File: src/rtl/pipe_ctrl.sv
// pipe_ctrl -- pipeline hazard controller.
// Builds the per-stage stall vector and the flush strobe, and sequences a
// multi-cycle divide: launch, wait for the result or time out, then release.
//
// Ports
//   clk          single clock, rising edge
//   rst          synchronous active-low reset
//   stallreq_id  ID-stage stall request (load-use)
//   stallreq_ex  EX-stage stall request (non-divide multi-cycle op)
//   div_req      EX holds a divide op (level)
//   div_done     divider result valid (pulse)
//   flush_req    exception/flush request (pulse)
//   stall[5:0]   hold PC, IF, ID, EX, MEM, WB (bit0..bit5)
//   flush        clear all pipeline registers this cycle
//   div_start    launch pulse to the divider
//   div_abort    cancel pulse to the divider
//   div_timeout  pulse when DIV_TIMEOUT RUN cycles elapse without a result
//   stall_cnt    saturating count of cycles with stall[0]=1
//
// Build option: define PIPE_CTRL_STALL_CNT_EN to build the stalled-cycle
// counter; without it stall_cnt is tied to zero.
//
// state | meaning
// ------+--------------------------------------------------------------
// IDLE  | no divide outstanding; div_req launches one
// RUN   | divider busy; EX and upstream held; timeout timer running
// DONE  | divide finished or abandoned; divide stall released for 1 cycle

module pipe_ctrl #(
  parameter int unsigned DIV_TIMEOUT = 40
) (
  input  logic        clk,
  input  logic        rst,
  input  logic        stallreq_id,
  input  logic        stallreq_ex,
  input  logic        div_req,
  input  logic        div_done,
  input  logic        flush_req,
  output logic [5:0]  stall,
  output logic        flush,
  output logic        div_start,
  output logic        div_abort,
  output logic        div_timeout,
  output logic [31:0] stall_cnt
);

  typedef enum logic [1:0] {
    IDLE = 2'd0,
    RUN  = 2'd1,
    DONE = 2'd2
  } state_t;

  localparam logic [5:0] STALL_EX = 6'b001111;
  localparam logic [5:0] STALL_ID = 6'b000111;
  // The timer counts the RUN cycles still allowed; zero marks the last one.
  localparam logic [7:0] TMR_LOAD = 8'(DIV_TIMEOUT - 1);

  state_t     state, state_nxt;
  logic [7:0] tmr, tmr_nxt;
  logic [5:0] stall_lvl;

  always_ff @(posedge clk) begin
    if (!rst) begin
      state <= IDLE;
      tmr   <= TMR_LOAD;
    end else begin
      state <= state_nxt;
      tmr   <= tmr_nxt;
    end
  end

  // Stall from the stage requests alone, used whenever the divide is not holding.
  always_comb begin
    stall_lvl = 6'b000000;
    if (stallreq_ex)      stall_lvl = STALL_EX;
    else if (stallreq_id) stall_lvl = STALL_ID;
  end

  always_comb begin
    state_nxt   = state;
    tmr_nxt     = tmr;
    stall       = 6'b000000;
    flush       = 1'b0;
    div_start   = 1'b0;
    div_abort   = 1'b0;
    div_timeout = 1'b0;
    if (!rst) begin
      // Outputs stay quiet during reset; the register reset handles the state.
      state_nxt = IDLE;
      tmr_nxt   = TMR_LOAD;
    end else if (flush_req) begin
      flush     = 1'b1;
      div_abort = (state == RUN);
      state_nxt = IDLE;
      tmr_nxt   = TMR_LOAD;
    end else begin
      case (state)
        IDLE: begin
          if (div_req) begin
            div_start = 1'b1;
            stall     = STALL_EX;
            state_nxt = RUN;
            tmr_nxt   = TMR_LOAD;
          end else begin
            stall = stall_lvl;
          end
        end
        RUN: begin
          stall   = STALL_EX;
          tmr_nxt = tmr - 8'd1;
          if (div_done) begin
            // A result on the last allowed cycle still counts as success.
            state_nxt = DONE;
          end else if (tmr == 8'd0) begin
            div_timeout = 1'b1;
            div_abort   = 1'b1;
            state_nxt   = DONE;
          end
        end
        DONE: begin
          // div_req is still high here while the result leaves EX; no relaunch.
          stall     = stall_lvl;
          state_nxt = IDLE;
        end
        default: state_nxt = IDLE;
      endcase
    end
  end

`ifdef PIPE_CTRL_STALL_CNT_EN
  logic [31:0] stall_cnt_q;

  always_ff @(posedge clk) begin
    if (!rst) begin
      stall_cnt_q <= 32'h0;
    end else if (stall[0] && (stall_cnt_q != 32'hFFFF_FFFF)) begin
      stall_cnt_q <= stall_cnt_q + 32'd1;
    end
  end

  assign stall_cnt = stall_cnt_q;
`else
  assign stall_cnt = 32'h0;
`endif

endmodule

File: config.mk
export PLATFORM = sky130hd
export DESIGN_NAME = pipe_ctrl
export DESIGN_NICKNAME = d
export VERILOG_FILES = /design/src/rtl/pipe_ctrl.sv
export SDC_FILE = /design/constraint.sdc
export NUM_CORES = 1
export LEC_CHECK = 0
export CORE_MARGIN = 3
export CORE_UTILIZATION = 41
export CTS_BUF_LIST = sky130_fd_sc_hd__clkbuf_16
export CTS_CLUSTER_SIZE = 12
export DETAILED_ROUTE_END_ITERATION = 10
export GPL_ROUTABILITY_DRIVEN = 0
export MAX_ROUTING_LAYER = met4
export PLACE_DENSITY_LB_ADDON = 0.3
export SLEW_MARGIN = 0
export SYNTH_ARGS = -nofsm -noshare
export SYNTH_HDL_FRONTEND = slang
export SYNTH_SLANG_ARGS = --single-unit
File: constraint.sdc
create_clock -name clk -period 2.2 [get_ports clk]
set_clock_uncertainty 0.1 [all_clocks]
set_input_delay 0.22 -clock clk [delete_from_list [all_inputs] [get_ports clk]]
set_output_delay 0.22 -clock clk [all_outputs]
set_load 0.005 [all_outputs]
==> impl_metrics.env <==
export IMPL_antenna_left=0
export IMPL_ys_warn_count=0
export IMPL_cp_slowest_cell="clkdlybuf4s50_1"
export IMPL_antenna_found_initial=0
export IMPL_muxShareOfSynthArea=0.0129
export IMPL_grt_pass1_vias=582
export IMPL_synthXorXnorAreaFrac=0
export IMPL_slowest_delay_ps=540
export IMPL_min_path_type="reg -> reg"
export IMPL_fin_util=0.516
export IMPL_ff_latch_area_sq_um=200
export IMPL_synth_top_cell_by_area="buf_4"
export IMPL_io_buffer_count=14
export IMPL_critical_path_class="reg -> out"
export IMPL_synth_compound_area_frac=0.159
export IMPL_crit_arrival_ps=1820
export IMPL_slew_viol_final=0
export IMPL_die_y_microns=52.1
export IMPL_placed_cell_area_sq_um=913
export IMPL_cp_required_ps=1880
export IMPL_worstPathCellList="nor4_4 > nand3_2 > nor4_2 > clkdlybuf4s50_1"
export IMPL_drc=0
export IMPL_rows=16
export IMPL_critPathCaptureType="primary output"
export IMPL_drv_cap=0
export IMPL_critical_path_buf_inv_count=1
export IMPL_mostFrequentLayoutCell="conb_1"
export IMPL_num_vias=685
export IMPL_clock_path_buffers=2
export IMPL_hold_buffers=0
export IMPL_path_depth=4
export IMPL_grt_pass1_wl_mm=2.55
export IMPL_tns_ps=0
export IMPL_wl_per_cell_microns=11.3
export IMPL_drive_above_1_share=0.127
export IMPL_min_from="tmr[6]"
export IMPL_fin_nets=137
export IMPL_powerDensity_nw_per_um2=563
export IMPL_cp_max_fo=2
export IMPL_start_util=0.439
export IMPL_clk_latency_ps=240
export IMPL_h_tree_depth=1
export IMPL_hold_violations=0
export IMPL_first_iter_violations=9
export IMPL_reg2reg_depth=5
export IMPL_grt_use_total=0.132
export IMPL_nFillCells=189
export IMPL_clk_pin_slew_ps=40
export IMPL_ys_types=34
export IMPL_cts_made_buffers=3
export IMPL_grt_ovfl_total=0
export IMPL_netlist_area_sq_um=871
export IMPL_area_growth_syn_to_layout_pct=17.4
export IMPL_final_cell_area_sq_um=1020
export IMPL_rrSetupSlack_ps=620
export IMPL_io_pin_count=49
export IMPL_finalSetupViolCount=0
export IMPL_grt_max_degree=11
export IMPL_min_path_cells=2
export IMPL_synth_top_family_by_area="buffers and inverters"
export IMPL_dieWidth_microns=52.1
export IMPL_yosys_area_share_simple=0.224
export IMPL_antenna_cells=0
export IMPL_multi_input_area_sq_um=524
export IMPL_netlist_instances=109
export IMPL_p_leak_nw=0.459
export IMPL_hpwl_mm=1.35
export IMPL_drt_first_pass_iters=4
export IMPL_core_area_sq_um=1980
export IMPL_dieArea_sq_um=2710
export IMPL_critPathTopFamily="simple AND/OR/NAND/NOR gates"
export IMPL_status="complete, no violations"
export IMPL_viasPerCell=4.48
export IMPL_syn_avg_cell_area_sq_um=7.99
export IMPL_r2r_start="tmr[0]"
export IMPL_fmax_ghz=0.467
export IMPL_cp_start_kind="flip-flop"
export IMPL_ys_ff_latch=10
export IMPL_crit_start="tmr[3]"
export IMPL_period_share=0.973
export IMPL_synth_adder_area_share=0.0287
export IMPL_mostFrequentLayoutCells="conb_1 (34), clkdlybuf4s50_1 (14), dfxtp_1 (10)"
export IMPL_synth_top_area_frac=0.310
export IMPL_cts_tree="done"
export IMPL_cts_root_buf="clkbuf_16"
export IMPL_routed_wl_mm=1.73
export IMPL_synth_seq_area_share=0.230
export IMPL_fin_crit_ps=2140
export IMPL_ir_worst_vdd_v=0.000441
export IMPL_cts_sinks=10
export IMPL_ys_top_cells_by_area="buf_4 (31%), dfxtp_1 (23%), nor2_1 (3.9%)"
## power by group
group | switching, mW | leakage [nW] | internal [mW]
Combinational | 0.0375 | 0.341 | 0.0324
Clock | 0.0828 | 0.0370 | 0.236
Sequential | 0.00321 | 0.0809 | 0.184
## Yosys cell counts
master     count
a22o_1         1
o31ai_1        1
a21oi_1        6
nand2b_1       4
nor3_1         1
dfxtp_1       10
or3_2          1
or3b_4         1
o21a_1         1
nor2_1         9
and2_1         1
o21ba_2        1
o21bai_1       2
buf_4         36
nand2_1        3
or3_1          4
o21ai_0        1
buf_6          1
nand4bb_1      1
nor2b_1        2
conb_1         1
clkbuf_1       1
and3b_1        1
inv_1          3
o211ai_1       4
nand3_1        2
ha_1           2
and4_1         1
and3_1         1
nor4_1         2
a211oi_1       1
mux2_2         1
a31o_2         1
a41oi_1        1
## final timing paths
kind / end
hold reg to reg: tmr[6]
setup / recovery: div_timeout
setup reg to reg: tmr[4]
hold / removal: tmr[6]
## routing by layer
layer  track usage  vias up  share of wire
met4        0.0655        0         0.0064
met2         0.220       27           0.51
met1         0.145      315           0.41
met3        0.0344        2          0.074
li1              -      341              -
met5             -        -              0
## through the flow
step                      worst slack (ps)  total power [mW]  instances  hold WS [ps]
final                                 58.4             0.575        153           456
after global routing                 -12.4             0.595        153           467
after CTS                             16.4             0.577        153           417
after detailed placement              96.1             0.258        149           399
after global placement                 108             0.257        149           404
after floorplan                        695             0.273        142           250
## flip-flops by register name, indices dropped and copies added, names as in the netlist
signal / count
state: 2
tmr: 8
## cell type report
cell class / count / share of cell area
Sequential cell: 10 / 0.196
Multi-Input combinational cell: 91 / 0.513
Timing Repair Buffer: 19 / 0.174
Tap cell: 27 / 0.0330
Clock buffer: 3 / 0.0734
Inverter: 3 / 0.0110
## logic make-up (layout without fill, tap and decap cells)
family | Yosys count | after routing
flops | 10 | 10
compound gates | 20 | 20
other cells | 1 | 34
buf+inv | 41 | 25
simple gates | 34 | 34
fa+ha+maj | 2 | 2
mux | 1 | 1
## worst min-delay path, stage by stage, from the launching register on
cell	delay (ps)
dfxtp_1	340
o211ai_1	90
a21oi_1	70
## timing repair
action                                  4_1_cts  5_1_grt
pin swaps                                     1        1
endpoints found under the setup margin        2        2
setup buffers                                 1        0
gates cloned                                  0        0
gates resized for setup                       2        2
(Power assumes the default switching activity.)
